**config.mk**
```make
export PLATFORM = sky130hd
export DESIGN_NAME = stopwatch_datapath
export DESIGN_NICKNAME = d
export VERILOG_FILES = /design/src/rtl/stopwatch_pkg.sv /design/src/rtl/stopwatch_tick_gen.sv /design/src/rtl/stopwatch_datapath.sv
export SDC_FILE = /design/constraint.sdc
export NUM_CORES = 1
export LEC_CHECK = 0
export ABC_AREA = 1
export ABC_CLOCK_PERIOD_IN_PS = 1800
export CORE_AREA = 3 3 101 103
export CTS_CLUSTER_SIZE = 25
export DETAILED_ROUTE_END_ITERATION = 12
export DIE_AREA = 0 0 104 106
export PLACE_DENSITY = 0.51
export SETUP_SLACK_MARGIN = 0.1
export SYNTH_ARGS = -nofsm -noshare
export SYNTH_HDL_FRONTEND = slang
export SYNTH_SLANG_ARGS = --single-unit
export TNS_END_PERCENT = 20
```
**constraint.sdc**
```tcl
create_clock -name clk -period 1.8 [get_ports clk]
set_input_delay 0.36 -clock clk [delete_from_list [all_inputs] [get_ports clk]]
set_output_delay 0.36 -clock clk [all_outputs]
set_load 0.03 [all_outputs]
```
**src/rtl/stopwatch_pkg.sv**
```systemverilog
// Shared stopwatch definitions: FSM state codes,
// default moduli and display-facing counter widths.
package stopwatch_pkg;

  localparam logic [1:0] ST_STOP  = 2'd0;
  localparam logic [1:0] ST_RUN   = 2'd1;
  localparam logic [1:0] ST_CLEAR = 2'd2;

  localparam int MSEC_MOD = 100;
  localparam int SEC_MOD  = 60;
  localparam int MIN_MOD  = 60;
  localparam int HOUR_MOD = 24;

  localparam int MSEC_W = 7;
  localparam int SEC_W  = 6;
  localparam int MIN_W  = 6;
  localparam int HOUR_W = 5;

  typedef struct packed {
    logic [MSEC_W-1:0] msec;
    logic [SEC_W-1:0]  sec;
    logic [MIN_W-1:0]  min;
    logic [HOUR_W-1:0] hour;
  } sw_time_t;

endpackage

```
**src/rtl/stopwatch_tick_gen.sv**
```systemverilog
// Clock divider producing one-cycle ticks every DIV enabled cycles.
// Holding i_en low freezes the phase so a resume keeps its place.
module stopwatch_tick_gen #(
  parameter int DIV = 10
) (
  input  logic clk,
  input  logic reset,
  input  logic i_en,
  input  logic i_clr,
  output logic o_tick
);

  localparam int CW = (DIV > 1) ? $clog2(DIV) : 1;
  localparam logic [CW-1:0] LAST = CW'(DIV - 1);

  logic [CW-1:0] div_cnt;
  logic          at_last;

  assign at_last = (div_cnt == LAST);
  assign o_tick  = i_en && at_last;

  always_ff @(posedge clk or negedge reset) begin
    if (!reset) begin
      div_cnt <= '0;
    end else if (i_clr) begin
      div_cnt <= '0;
    end else if (i_en) begin
      div_cnt <= at_last ? '0 : div_cnt + 1'b1;
    end
  end

endmodule

```
**src/rtl/stopwatch_datapath.sv**
```systemverilog
// Stopwatch time base: STOP/RUN/CLEAR control plus cascaded
// centisecond/second/minute/hour counters for the FND display.
module stopwatch_datapath
  import stopwatch_pkg::*;
#(
  parameter int CLK_FREQ = 100_000_000,
  parameter int TICK_HZ  = 100,
  parameter int MSEC_MAX = MSEC_MOD,
  parameter int SEC_MAX  = SEC_MOD,
  parameter int MIN_MAX  = MIN_MOD,
  parameter int HOUR_MAX = HOUR_MOD
) (
  input  logic              clk,
  input  logic              reset,
  input  logic              i_run_stop,
  input  logic              i_clear,
  output logic [MSEC_W-1:0] o_msec,
  output logic [SEC_W-1:0]  o_sec,
  output logic [MIN_W-1:0]  o_min,
  output logic [HOUR_W-1:0] o_hour,
  output logic              o_running
);

  localparam int DIV = CLK_FREQ / TICK_HZ;

  localparam logic [MSEC_W-1:0] MSEC_LAST = MSEC_W'(MSEC_MAX - 1);
  localparam logic [SEC_W-1:0]  SEC_LAST  = SEC_W'(SEC_MAX - 1);
  localparam logic [MIN_W-1:0]  MIN_LAST  = MIN_W'(MIN_MAX - 1);
  localparam logic [HOUR_W-1:0] HOUR_LAST = HOUR_W'(HOUR_MAX - 1);

  logic [1:0] state;
  logic [1:0] state_nxt;
  sw_time_t   cnt;
  logic       running;
  logic       tick;
  logic       is_stop;
  logic       is_run;
  logic       is_clr;
  logic       msec_wrap;
  logic       sec_wrap;
  logic       min_wrap;
  logic       hour_wrap;

  assign is_stop = (state == ST_STOP);
  assign is_run  = (state == ST_RUN);
  assign is_clr  = (state == ST_CLEAR);

  stopwatch_tick_gen #(
    .DIV (DIV)
  ) u_tick (
    .clk    (clk),
    .reset  (reset),
    .i_en   (is_run),
    .i_clr  (is_clr),
    .o_tick (tick)
  );

  // Arms are mutually exclusive; clear wins over run in STOP.
  always_comb begin
    state_nxt = (is_stop || is_run) ? state : ST_STOP;
    unique case (1'b1)
      is_stop && i_clear:                state_nxt = ST_CLEAR;
      is_stop && !i_clear && i_run_stop: state_nxt = ST_RUN;
      is_run && i_run_stop:              state_nxt = ST_STOP;
      is_clr:                            state_nxt = ST_STOP;
      default: ;
    endcase
  end

  assign msec_wrap = (cnt.msec == MSEC_LAST);
  assign sec_wrap  = (cnt.sec == SEC_LAST);
  assign min_wrap  = (cnt.min == MIN_LAST);
  assign hour_wrap = (cnt.hour == HOUR_LAST);

  always_ff @(posedge clk or negedge reset) begin
    if (!reset) begin
      state   <= ST_STOP;
      running <= 1'b0;
      cnt     <= '0;
    end else begin
      state   <= state_nxt;
      running <= (state_nxt == ST_RUN);
      if (is_clr) begin
        cnt <= '0;
      end else if (tick) begin
        cnt.msec <= msec_wrap ? '0 : cnt.msec + 1'b1;
        if (msec_wrap) begin
          cnt.sec <= sec_wrap ? '0 : cnt.sec + 1'b1;
          if (sec_wrap) begin
            cnt.min <= min_wrap ? '0 : cnt.min + 1'b1;
            if (min_wrap) begin
              cnt.hour <= hour_wrap ? '0 : cnt.hour + 1'b1;
            end
          end
        end
      end
    end
  end

  assign o_msec    = cnt.msec;
  assign o_sec     = cnt.sec;
  assign o_min     = cnt.min;
  assign o_hour    = cnt.hour;
  assign o_running = running;

endmodule

```
======== Word level (Yosys, flattened, before mapping) ========
Cells that the tools add are included.
word-level totals
  register bits ........................... 47
  output and inout port bits .............. 25
cells by class
  reductions and logical operators ........ 17
  $add $sub $neg .......................... 5
  eq/ne operators ......................... 8
  muxes and demuxes ....................... 14
operator list
  kind                                                                    count
  20-bit two-way mux                                                      3
  24-bit two-way mux                                                      2
  20-bit by 1-bit adder with 20-bit output (second input constant)        1
  20-bit equality test (second input constant)                            1
  17-bit two-way mux                                                      1
  6-bit by 1-bit adder with 6-bit output (second input constant)          2
  6-bit equality test (second input constant)                             2
  6-bit two-way mux                                                       2
  11-bit two-way mux                                                      1
  5-bit two-way mux                                                       2
  2-bit nonzero test                                                      5
  7-bit by 1-bit adder with 7-bit output (second input constant)          1
  7-bit equality test (second input constant)                             1
  7-bit two-way mux                                                       1
  2-bit case mux with 3 select lines                                      1
  5-bit by 1-bit adder with 5-bit output (second input constant)          1
  5-bit equality test (second input constant)                             1
  1-bit logical AND                                                       5
  2-bit by 1-bit equality test with 1-bit output (second input constant)  2
  4-bit AND reduction                                                     1
  3-bit AND reduction                                                     1
  2-bit equality test (second input constant)                             1
  2-bit logical NOT                                                       1
  2-bit two-way mux                                                       1
  other kinds (4)                                                         4

======== Longest topological paths before layout ========
  depth after elaboration ................. 7
  mapped depth ............................ 11

======== Hierarchy ========
A second synthesis with hierarchy kept.
unflattened totals
  cells, all modules ...................... 405
  area total of the unflattened synthesis .. 2,897.8 um2
modules (own cells, without submodules)
  module              times used  sequential area each (um2)  cells each  area an instance (um2)
  stopwatch_datapath  1           675.6                       213         1,594.0
  stopwatch_tick_gen  1           500.5                       192         1,303.8

======== Worst setup path after synthesis ========
OpenSTA, ideal clock, no wires.
  path type ............................... register to register
  from .................................... reg cnt, in the netlist o_sec[0]
  to ...................................... reg cnt, in the netlist o_hour[2]
  library setup time ...................... 0.118 ns
  cell stages (with the launch flop) ...... 9
  setup slack ............................. 0.110 ns
  arrival time ............................ 1.571 ns
  cell sequence ........................... dfrtp_1 -> ha_1 -> nand2_1 -> nor2_1 -> nand2_1 -> o21ai_2 -> nand4_2 -> nand2_1 -> nand2_1
between the ends
  longest elaborated chain between the ends .. 3
RTL lines
  element                        line                      RTL
  from (decl)                    stopwatch_datapath.sv:33  sw_time_t cnt;
  6-bit equality test            stopwatch_datapath.sv:71  assign sec_wrap = (cnt.sec == SEC_LAST);
  2-bit nonzero test (no line)   n/a
  4-bit AND reduction (no line)  n/a
No other way between the ends.
A chain may end at the register's enable or synchronous reset.

======== Final worst setup path ========
  from .................................... reg running (netlist: o_running)
  to ...................................... out o_running
RTL lines
  element                 line                      RTL
  from (decl)             stopwatch_datapath.sv:34  logic running;
  from (signal assigned)  stopwatch_datapath.sv:82  running <= (state_nxt == ST_RUN);
  to (decl)               stopwatch_datapath.sv:21  output logic o_running
No word-level cell between the ends.

==> run_results.csv <==
group,metric,value,unit
status,status,"finished, final reports clean",
detailed_routing,wire_per_inst,11.90,µm
timing,timing.final.crit_share,91.79,%
synthesis,yosys.area.top_type,"dfrtp_1",
grt,grt_max_degree,26,
final_layout,area_growth,22.53,%
final_layout,fin_nets,412,
synthesis,syn_nets,367,
floorplanning,die_x,104,µm
grt,grt_pass1_wl,10.96,mm
detailed_routing,drtPass1Iterations,4,
synthesis,synth_top_area_share,42.02,%
cts,root_buffer,"clkbuf_8",
synthesis,synth_area,0.002799,mm²
worst_setup_path,worst_setup_path_start_kind,"register",
placement,gp_congestion,0.8574,
worst_setup_path,crit_arrival,1.29,ns
synthesis,ys_seq_elements,47,
final_layout,layout-drive-gt1-share,17.46,%
worst_setup_path,worstSetupEndpointType,"output pin",
timing,drv_slew,0,
placement,hpwl,4.668,mm
timing,tightest_slew,0.5749,ns
detailed_routing,ant_nets,0,
synthesis,synth_cells,355,
floorplanning,die_h,106,µm
cts,cts_tree,"yes",
floorplanning,start_util,30.15,%
floorplanning,boundaryPins,29,
synthesis,synthTopCellsByArea,"dfrtp_1 (42%), nand2_1 (12%), nor2_1 (6.0%)",
final_layout,fin_area,0.003430,mm²
timing,fmaxAchievable,605.3,MHz
worst_setup_path,cpLargestDelayFamily,"buffers and inverters",
cts,cts.htree.levels,2,
cts,cts.sinks,47,
detailed_routing,viasPerCell,4.606,
detailed_routing,drt_iter0_drc,102,
detailed_routing,drc_errors,0,
run,max_cap_viol_count,0,
cts,postCtsHoldBufs,0,
placement,placed_area,0.003282,mm²
floorplanning,rows,35,
power,p_per_area,1226,mW/mm²
worst_hold_path,hold_path.class,"primary input to async pin",
synthesis,yosysWarnings,0,
timing,min_period,1.652,ns
worst_setup_path,critPathKind,"register to output pin",
grt,overflow,0,
worst_setup_path,critical_path_buf_inv_count,1,
detailed_routing,vias,2441,
power,p_leak,1.610,nW
floorplanning,core-area,0.009284,mm²
timing,finalClockSkew,0.01612,ns
final_layout,n_antenna_cell,0,
cts,cts_buffers,5,
synthesis,ys_seq_area_share,42.02,%
cts,path_clk_slew,0.10,ns
floorplanning,die_area,0.01102,mm²
cts,insertion_delay,0.30,ns
placement,port_buffers,28,
timing,setup_viol,0,
timing,setup_tns,0,ns
timing,hold_viol_final,0,
timing,rsz0062_at_grt,"yes",
cts,clock_tree.buffer_depth,2,
timing,slew_headroom,61.67,%
worst_setup_path,cp_max_fo,1,
worst_setup_path,cp.required,1.44,ns
grt,track_usage,11.79,%
worst_setup_path,crit_chain,"clkdlybuf4s50_1",
detailed_routing,routed_wl,6.308,mm
grt,grt_pass1_vias,2306,
synthesis,syn_area_per_cell,7.884,µm²
worst_setup_path,crit_slowest_cell,"clkdlybuf4s50_1",
synthesis,yosysUniqueCellTypes,39,
worst_setup_path,crit_path_max_incr_delay,0.67,ns
grt,antenna_found_initial,0,
power,ir_worst_vdd,709.6,µV
==> sequential cells by signal (all words and copies together), names as in the netlist <==
name / cells
u_tick.div_cnt: 20
o_min: 6
o_sec: 6
o_running: 1
o_hour: 5
state: 2
o_msec: 7
==> worst register-to-register path: cells and delay by family (launching register included) <==
| kind | cells | cell delay [ns] |
|---|---|---|
| AOI/OAI and AO/OA | 1 | 0.05 |
| DFF | 1 | 0.40 |
| and+or+nand+nor | 4 | 0.48 |
| buffers and inverters | 2 | 0.31 |
| adders and majority gates | 1 | 0.25 |
==> where the power goes <==
part | switching [W] | total, W | internal [W]
Clock | 0.000375 | 0.000647 | 0.000273
Sequential | 0.000214 | 0.00146 | 0.00124
Combinational | 0.00131 | 0.00210 | 0.000786
==> per-stage QoR <==
| step | cells | hold WS, ns | utilization, % | worst slack (ns) | power [W] |
|---|---|---|---|---|---|
| CTS | 525 | 0.06788 | 35.94 | 0.1278 | 0.004075 |
| detailed placement | 517 | 0.4082 | 35.35 | 0.1507 | 0.003498 |
| global route | 530 | 0.09646 | 36.94 | 0.08599 | 0.004538 |
| finish | 530 | 0.04271 | 36.94 | 0.1478 | 0.004204 |
| global placement | 517 | 0.3975 | 35.35 | 0.1845 | 0.003481 |
| floorplan | 355 | 0.06441 | - | 0.1105 | 0.002838 |
==> path summary, 6_finish.rpt <==
check / from / to / slack, ns / cells after the start
setup / recovery: o_running$_DFF_PN0_ / o_running / 0.15 / 1
hold / removal: reset / state[1]$_DFF_PN0_ / 0.04 / 1
setup reg to reg: state[1]$_DFF_PN0_ / o_sec[1]$_DFFE_PN0P_ / 0.22 / 8
hold reg to reg: o_hour[4]$_DFFE_PN0P_ / o_hour[4]$_DFFE_PN0P_ / 0.51 / 2
max in group asynchronous: reset / o_sec[0]$_DFFE_PN0P_ / 1.13 / 2
min in group clk: o_hour[4]$_DFFE_PN0P_ / o_hour[4]$_DFFE_PN0P_ / 0.51 / 2
==> kinds of logic (layout without fill, tap and decap cells) <==
group	after synthesis	after routing	synth area share, %
simple gates	204	204	33.39
flops	47	47	42.02
compound gates	44	44	10.55
buf+inv	40	86	6.705
xor+xnor	12	12	3.755
fa+ha+maj	8	8	3.576
==> area by class of cell <==
class / instances / area (µm²)
clock inverters: 2 / 12.51
fillers: 1001 / 5854
inverters: 31 / 116.4
clock buffers: 6 / 72.57
repair buffers: 47 / 400.4
well taps: 129 / 161.4
multi-input cells: 268 / 1489
flip-flops and latches: 47 / 1177
==> cell usage after synthesis, drive strengths merged <==
master,n
nand2,92
dfrtp,47
nor2,47
inv,31
o21ai,26
nand3,25
nand4,16
a21oi,12
xor2,11
buf,9
nor3,9
ha,8
or2,6
nand3b,3
and3,2
a211oi,1
a21boi,1
a31oi,1
and2,1
nor2b,1
nor3b,1
nor4,1
o21bai,1
o31ai,1
o41ai,1
xnor2,1
==> routing by layer <==
layer / vias to the layer above / track usage, % / wire (µm)
li1: 1261 / - / -
met3: 5 / 2.004 / 154
met1: 1139 / 16.97 / 3242
met4: 0 / 3.799 / 67
met2: 36 / 17.97 / 2844
met5: - / 0 / 0
==> timing repair <==
item,CTS,global route
hold endpoints to repair,0,0
pin swaps,0,3
resized for setup,24,14
endpoints found under the setup margin,24,31
buffers inserted,0,5
==> placed cells by master, fill, tap and decap left out, types with 2 or more instances in the layout <==
master	Yosys	final
a21oi_1	12	12
and3_1	2	2
buf_4	1	18
clkbuf_8	0	5
clkdlybuf4s50_1	0	3
dfrtp_1	47	46
dlygate4sd2_1	0	24
ha_1	8	3
ha_2	0	3
ha_4	0	2
inv_1	30	28
inv_2	1	3
nand2_1	89	87
nand2_2	2	4
nand3_1	24	24
nand3b_1	3	3
nand4_1	15	15
nor2_1	45	44
nor2_4	1	2
nor3_1	7	7
nor3_2	2	2
o21ai_0	8	8
o21ai_1	2	2
o21ai_2	16	16
or2_2	6	6
xor2_1	11	11
(Power assumes the default switching activity.)
